## src/rtl/p405s_timer_status.sv

```systemverilog
// p405s_timer_status: Timer Status Register (TSR) for the PIT, FIT and watchdog timers.
//
// Keeps the TSR state bits, runs the watchdog {ENW,WIS} state machine and drives the
// level interrupt requests. Software clears TSR bits by writing ones (write-one-to-clear).
// A hardware set wins over a software clear of the same bit in the same cycle.
//
// Ports
//   CB               in   clock, rising edge
//   RST              in   asynchronous, active-high reset
//   hwSetPitStatus   in   PIT expiry pulse (sets PIS)
//   hwSetFitStatus   in   FIT expiry pulse (sets FIS)
//   wdEvent          in   watchdog period pulse (advances the watchdog state machine)
//   freezeTimersNEG  in   low = ignore all hardware events
//   PCL_mtSPR        in   mtSPR strobe
//   PCL_sprHold      in   SPR write hold
//   tsrDcd           in   TSR address decode
//   EXE_sprDataBus   in   [0:31] mtSPR data
//   tcrPie/Fie/Wie   in   interrupt enables from TCR
//   tcrWrc           in   [0:1] watchdog reset control from TCR
//   tsrL2            out  [0:31] TSR: 0 ENW, 1 WIS, 2:3 WRS, 4 PIS, 5 FIS, 6:31 zero
//   pitIntReq        out  PIS & tcrPie
//   fitIntReq        out  FIS & tcrFie
//   wdIntReq         out  WIS & tcrWie
//   wdResetReq       out  [0:1] latched reset request to the reset controller, 00 = none
//
// Configuration macro
//   P405S_TSR_WD_RESET_EN  defined: the watchdog reset stage loads WRS and wdResetReq from
//                          tcrWrc. Undefined: the reset stage holds state 11, WRS reads 00
//                          and wdResetReq is tied to 00.
module p405s_timer_status (
  input  logic        CB,
  input  logic        RST,
  input  logic        hwSetPitStatus,
  input  logic        hwSetFitStatus,
  input  logic        wdEvent,
  input  logic        freezeTimersNEG,
  input  logic        PCL_mtSPR,
  input  logic        PCL_sprHold,
  input  logic        tsrDcd,
  input  logic [0:31] EXE_sprDataBus,
  input  logic        tcrPie,
  input  logic        tcrFie,
  input  logic        tcrWie,
  input  logic [0:1]  tcrWrc,
  output logic [0:31] tsrL2,
  output logic        pitIntReq,
  output logic        fitIntReq,
  output logic        wdIntReq,
  output logic [0:1]  wdResetReq
);

  // Watchdog state encoded directly as {ENW, WIS}.
  typedef enum logic [1:0] {
    WdIdle  = 2'b00,
    WdWis   = 2'b01,
    WdEnw   = 2'b10,
    WdArmed = 2'b11
  } wdState_t;

  wdState_t   wdStateQ, wdStateD, wdCleared;
  logic       pisQ, pisD;
  logic       fisQ, fisD;
  logic       tsrWrite;
  logic       wdStep;
  logic       resetStage;
  logic [1:0] wrs;

  assign tsrWrite = PCL_mtSPR & tsrDcd & ~PCL_sprHold;
  assign wdStep   = wdEvent & freezeTimersNEG;

  always_comb begin
    // Software clear is applied first; the watchdog transition acts on the cleared state.
    wdCleared  = wdState_t'(wdStateQ & ~({2{tsrWrite}} & EXE_sprDataBus[0:1]));
    wdStateD   = wdCleared;
    resetStage = 1'b0;
    if (wdStep) begin
      unique case (wdCleared)
        WdIdle:  wdStateD = WdEnw;
        WdWis:   wdStateD = WdArmed;
        WdEnw:   wdStateD = WdArmed;
        WdArmed: resetStage = 1'b1;
        default: wdStateD = wdCleared;
      endcase
    end
    // Hardware set has priority over the software clear.
    pisD = (hwSetPitStatus & freezeTimersNEG) | (pisQ & ~(tsrWrite & EXE_sprDataBus[4]));
    fisD = (hwSetFitStatus & freezeTimersNEG) | (fisQ & ~(tsrWrite & EXE_sprDataBus[5]));
  end

  always_ff @(posedge CB or posedge RST) begin
    if (RST) begin
      wdStateQ <= WdIdle;
      pisQ     <= 1'b0;
      fisQ     <= 1'b0;
    end else begin
      wdStateQ <= wdStateD;
      pisQ     <= pisD;
      fisQ     <= fisD;
    end
  end

`ifdef P405S_TSR_WD_RESET_EN
  logic [1:0] wrsQ, wrsD;
  logic [1:0] reqQ, reqD;

  always_comb begin
    wrsD = wrsQ & ~({2{tsrWrite}} & EXE_sprDataBus[2:3]);
    reqD = reqQ;
    // A pending request is sticky until reset; only the first reset stage loads it.
    if (resetStage && (tcrWrc != 2'b00) && (reqQ == 2'b00)) begin
      wrsD = tcrWrc;
      reqD = tcrWrc;
    end
  end

  always_ff @(posedge CB or posedge RST) begin
    if (RST) begin
      wrsQ <= 2'b00;
      reqQ <= 2'b00;
    end else begin
      wrsQ <= wrsD;
      reqQ <= reqD;
    end
  end

  assign wrs        = wrsQ;
  assign wdResetReq = reqQ;
`else
  logic unusedWdReset;
  assign unusedWdReset = ^{tcrWrc, EXE_sprDataBus[2:3], resetStage};
  assign wrs           = 2'b00;
  assign wdResetReq    = 2'b00;
`endif

  logic unusedDataBits;
  assign unusedDataBits = ^EXE_sprDataBus[6:31];

  assign tsrL2     = {wdStateQ, wrs, pisQ, fisQ, 26'b0};
  assign pitIntReq = pisQ & tcrPie;
  assign fitIntReq = fisQ & tcrFie;
  assign wdIntReq  = wdStateQ[0] & tcrWie;

endmodule

```

## config.mk

```make
export PLATFORM = sky130hd
export DESIGN_NAME = p405s_timer_status
export DESIGN_NICKNAME = d
export VERILOG_FILES = /design/src/rtl/p405s_timer_status.sv
export SDC_FILE = /design/constraint.sdc
export NUM_CORES = 1
export LEC_CHECK = 0
export CAP_MARGIN = 25
export CORE_ASPECT_RATIO = 1.4
export CORE_MARGIN = 4
export CORE_UTILIZATION = 18
export CTS_BUF_LIST = sky130_fd_sc_hd__clkbuf_8 sky130_fd_sc_hd__clkbuf_16
export DETAILED_ROUTE_END_ITERATION = 7
export HOLD_SLACK_MARGIN = 0.1
export PLACE_DENSITY = 0.76
export SETUP_SLACK_MARGIN = 0.02
export SYNTH_ARGS = -nofsm -noshare
export SYNTH_HDL_FRONTEND = slang
export SYNTH_SLANG_ARGS = --single-unit
```

## constraint.sdc

```tcl
create_clock -name CB -period 0.8 [get_ports CB]
set_input_delay 0.16 -clock CB [delete_from_list [all_inputs] [get_ports CB]]
set_output_delay 0.16 -clock CB [all_outputs]
set_load 0.05 [all_outputs]
```

==> results by group <==
STA
  • Min cycle time layout: 1070 ps
  • Hold_ws: 148 ps
  • RSZ-0062 raised after global routing: yes
  • Period utilization: 133%
  • Peak Freq: 937 MHz
  • Worst Slack Setup Final: -267 ps
  • Final Max Slew Viols: 0
  • Clk_skew: 1.12 ps
  • Finish-stage setup viols: 9
  • Final hold viol count: 0

Placement
  • HPWL after DPL: 1010 um
  • Gpl congestion: 0.680
  • PortBufs: 22

Layout
  • Area growth syn-to-layout: 71.5%
  • Share of layout cells above drive strength 1: 32.9%
  • Fin nets: 130
  • # fillers: 267
  • # diodes: 0

Die
  • # IOs: 83
  • # rows: 21
  • Die area: 3420 um2
  • Initial Utilization: 18.9%
  • Die X: 50.6 um
  • Die height: 67.6 um
  • Core area: 2420 um2

Drt
  • Drt pass-1 iters: 3
  • Vias: 367
  • Post-route ant nets: 0
  • Routed wire length: 1150 um
  • Via density: 3.16
  • Wirelength per Cell: 9.88 um
  • DRC: 0
  • Number of DRC markers in iteration 0: 6

Critical path
  • CP Class: flip-flop to primary output
  • Startpoint types: flip-flop
  • Worst path required time: 640 ps
  • R2r setup slk: -140 ps
  • Setup crit end kind: primary output
  • CP max FO: 3
  • Crit path DAT: 910 ps

Flow run
  • Max-cap violations: 0

Synthesis
  • Post-Synth XOR/XNOR Area: 0%
  • Synth cell types: 12
  • Yosys warns: 0
  • #FFs+latches synth: 4
  • Synth Area in Compound Gates: 9.04%
  • Sequential share of the synthesized area: 21.9%
  • Simple-Gate Fraction of Synth Area: 14.0%
  • Largest family of logic cells by synthesized area: buffers and inverters
  • Mean Syn Cell Area: 8.78 um2
  • Post-synthesis mux area share: 0%
  • Mapped Area: 457 um2
  • Adder-Cell Fraction of Synth Area: 0%
  • Mapped Cells: 52

Global route
  • Initial antenna violation count: 0
  • First-pass GRT wire length: 1460 um
  • GRT met2 Usage: 9.15%
  • Most Used Layer, Global Route: met2
  • Largest net degree at the start of global routing: 5
  • Total global-route track usage: 6.19%
  • Vias in the first global route: 329
  • GRT met1 Usage: 6.18%
  • Total gr overflow: 0
  • M3 GR Usage: 3.75%

Clock tree
  • # hold bufs at CTS: 0
  • CTS tree: done
  • Htree depth: 1
  • Clock Sinks: 4
  • CTS root buf: clkbuf_8
  • Clock latency on the worst-skew pair: 220 ps
  • CTS Buf Count: 3
  • Clock Pin Slew Worst Setup and Hold Paths: 30 ps
  • Clock tree buffer depth: 2

Status
  • Failing checks: setup timing
  • Outcome: complete, but fails checks

Power and ir drop
  • Max IR drop VDD: 774 uV
  • Pwr Density: 1920 nW/um2
  • LEAKAGE: 0.390 nW
  • Power Total: 1.50 mW

Worst hold path
  • Worst Hold Class: input pin to asynchronous set/reset pin
-- worst paths after layout --
check                      cells after the start     endpoint            start
min                                            2         pisQ              RST
min in group CB                                3  wdStateQ[1]  freezeTimersNEG
max in group asynchronous                      2  wdStateQ[0]              RST
max reg2reg                                    3         fisQ             fisQ
max                                            2     wdIntReq      wdStateQ[0]
min reg2reg                                    2  wdStateQ[0]      wdStateQ[0]
-- state kept, by name (all words and copies together) (netlist names) --
register / flops
fisQ: 1
wdStateQ: 2
pisQ: 1
-- cell families after synthesis --
| group | Yosys count |
|---|---|
| flip-flops | 4 |
| buffers and inverters | 34 |
| AO/OA/AOI/OAI | 4 |
| other | 1 |
| AND/OR/NAND/NOR | 9 |
-- metal layers --
layer,share of wire [%],routed length [um],vias to the layer above
met4,1.5,17,0
met2,45,514,39
met3,18,212,2
met5,0,0,-
li1,-,-,168
met1,35,402,158
-- where the power goes --
group | switching (mW) | internal [mW]
Sequential | 0.0197 | 0.227
Combinational | 0.535 | 0.299
Clock | 0.0990 | 0.320
-- area by class of cell --
class / count / area (um2) / share of cell area, %
clock buffers: 3 / 41.3 / 5.27
inverters: 2 / 7.51 / 0.958
multi-input cells: 43 / 230 / 29.4
flip-flops and latches: 4 / 103 / 13.1
well taps: 34 / 42.5 / 5.43
repair buffers: 30 / 359 / 45.8
-- synthesized netlist by cell type, drive strengths merged --
master,n,area share [%]
and4b,1,2.2
dfrtp,4,22
nand4b,3,5.8
nand2,1,0.82
and2,3,4.1
inv,2,1.6
buf,32,53
a22o,2,3.8
o2bb2ai,1,3.3
conb,1,0.82
o21ai,1,1.9
nand3,1,1.1
-- metrics by stage --
| stage | util, % | setup WS, ps | TNS (ps) | instances | area, um2 |
|---|---|---|---|---|---|
| 6_report | 32.4 | -267 | -1890 | 116 | 783 |
| 5_1_grt | 32.4 | -290 | -2090 | 116 | 783 |
| 4_1_cts | 32.4 | -281 | -1990 | 116 | 783 |
| 3_5_place_dp | 29.4 | -354 | -2200 | 110 | 711 |
| 3_3_place_gp | 29.4 | -327 | -2040 | 110 | 711 |
| 2_1_floorplan | - | -162 | -164 | 81 | 581 |
-- critical path: stages, from the launching register on --
cell     delay (ps)
dfrtp_2         400
and2_4          150
buf_12          140
-- placed cells by master, fill, tap and decap left out, drive strengths merged, types with 2 or more instances in the layout --
cell | netlist | layout
and2 | 3 | 3
dfrtp | 4 | 4
clkbuf | 0 | 3
nand4b | 3 | 3
clkdlybuf4s50 | 0 | 10
buf | 32 | 15
a22o | 2 | 2
conb | 1 | 30
inv | 2 | 2
dlygate4sd2 | 0 | 5
-- what timing repair did --
item,4_1_cts,5_1_grt
setup endpoints to repair,11,10
gates resized for setup,9,0
pin swaps,4,2
buffers inserted,3,0
Note: power is estimated with default switching activity, not from simulation.
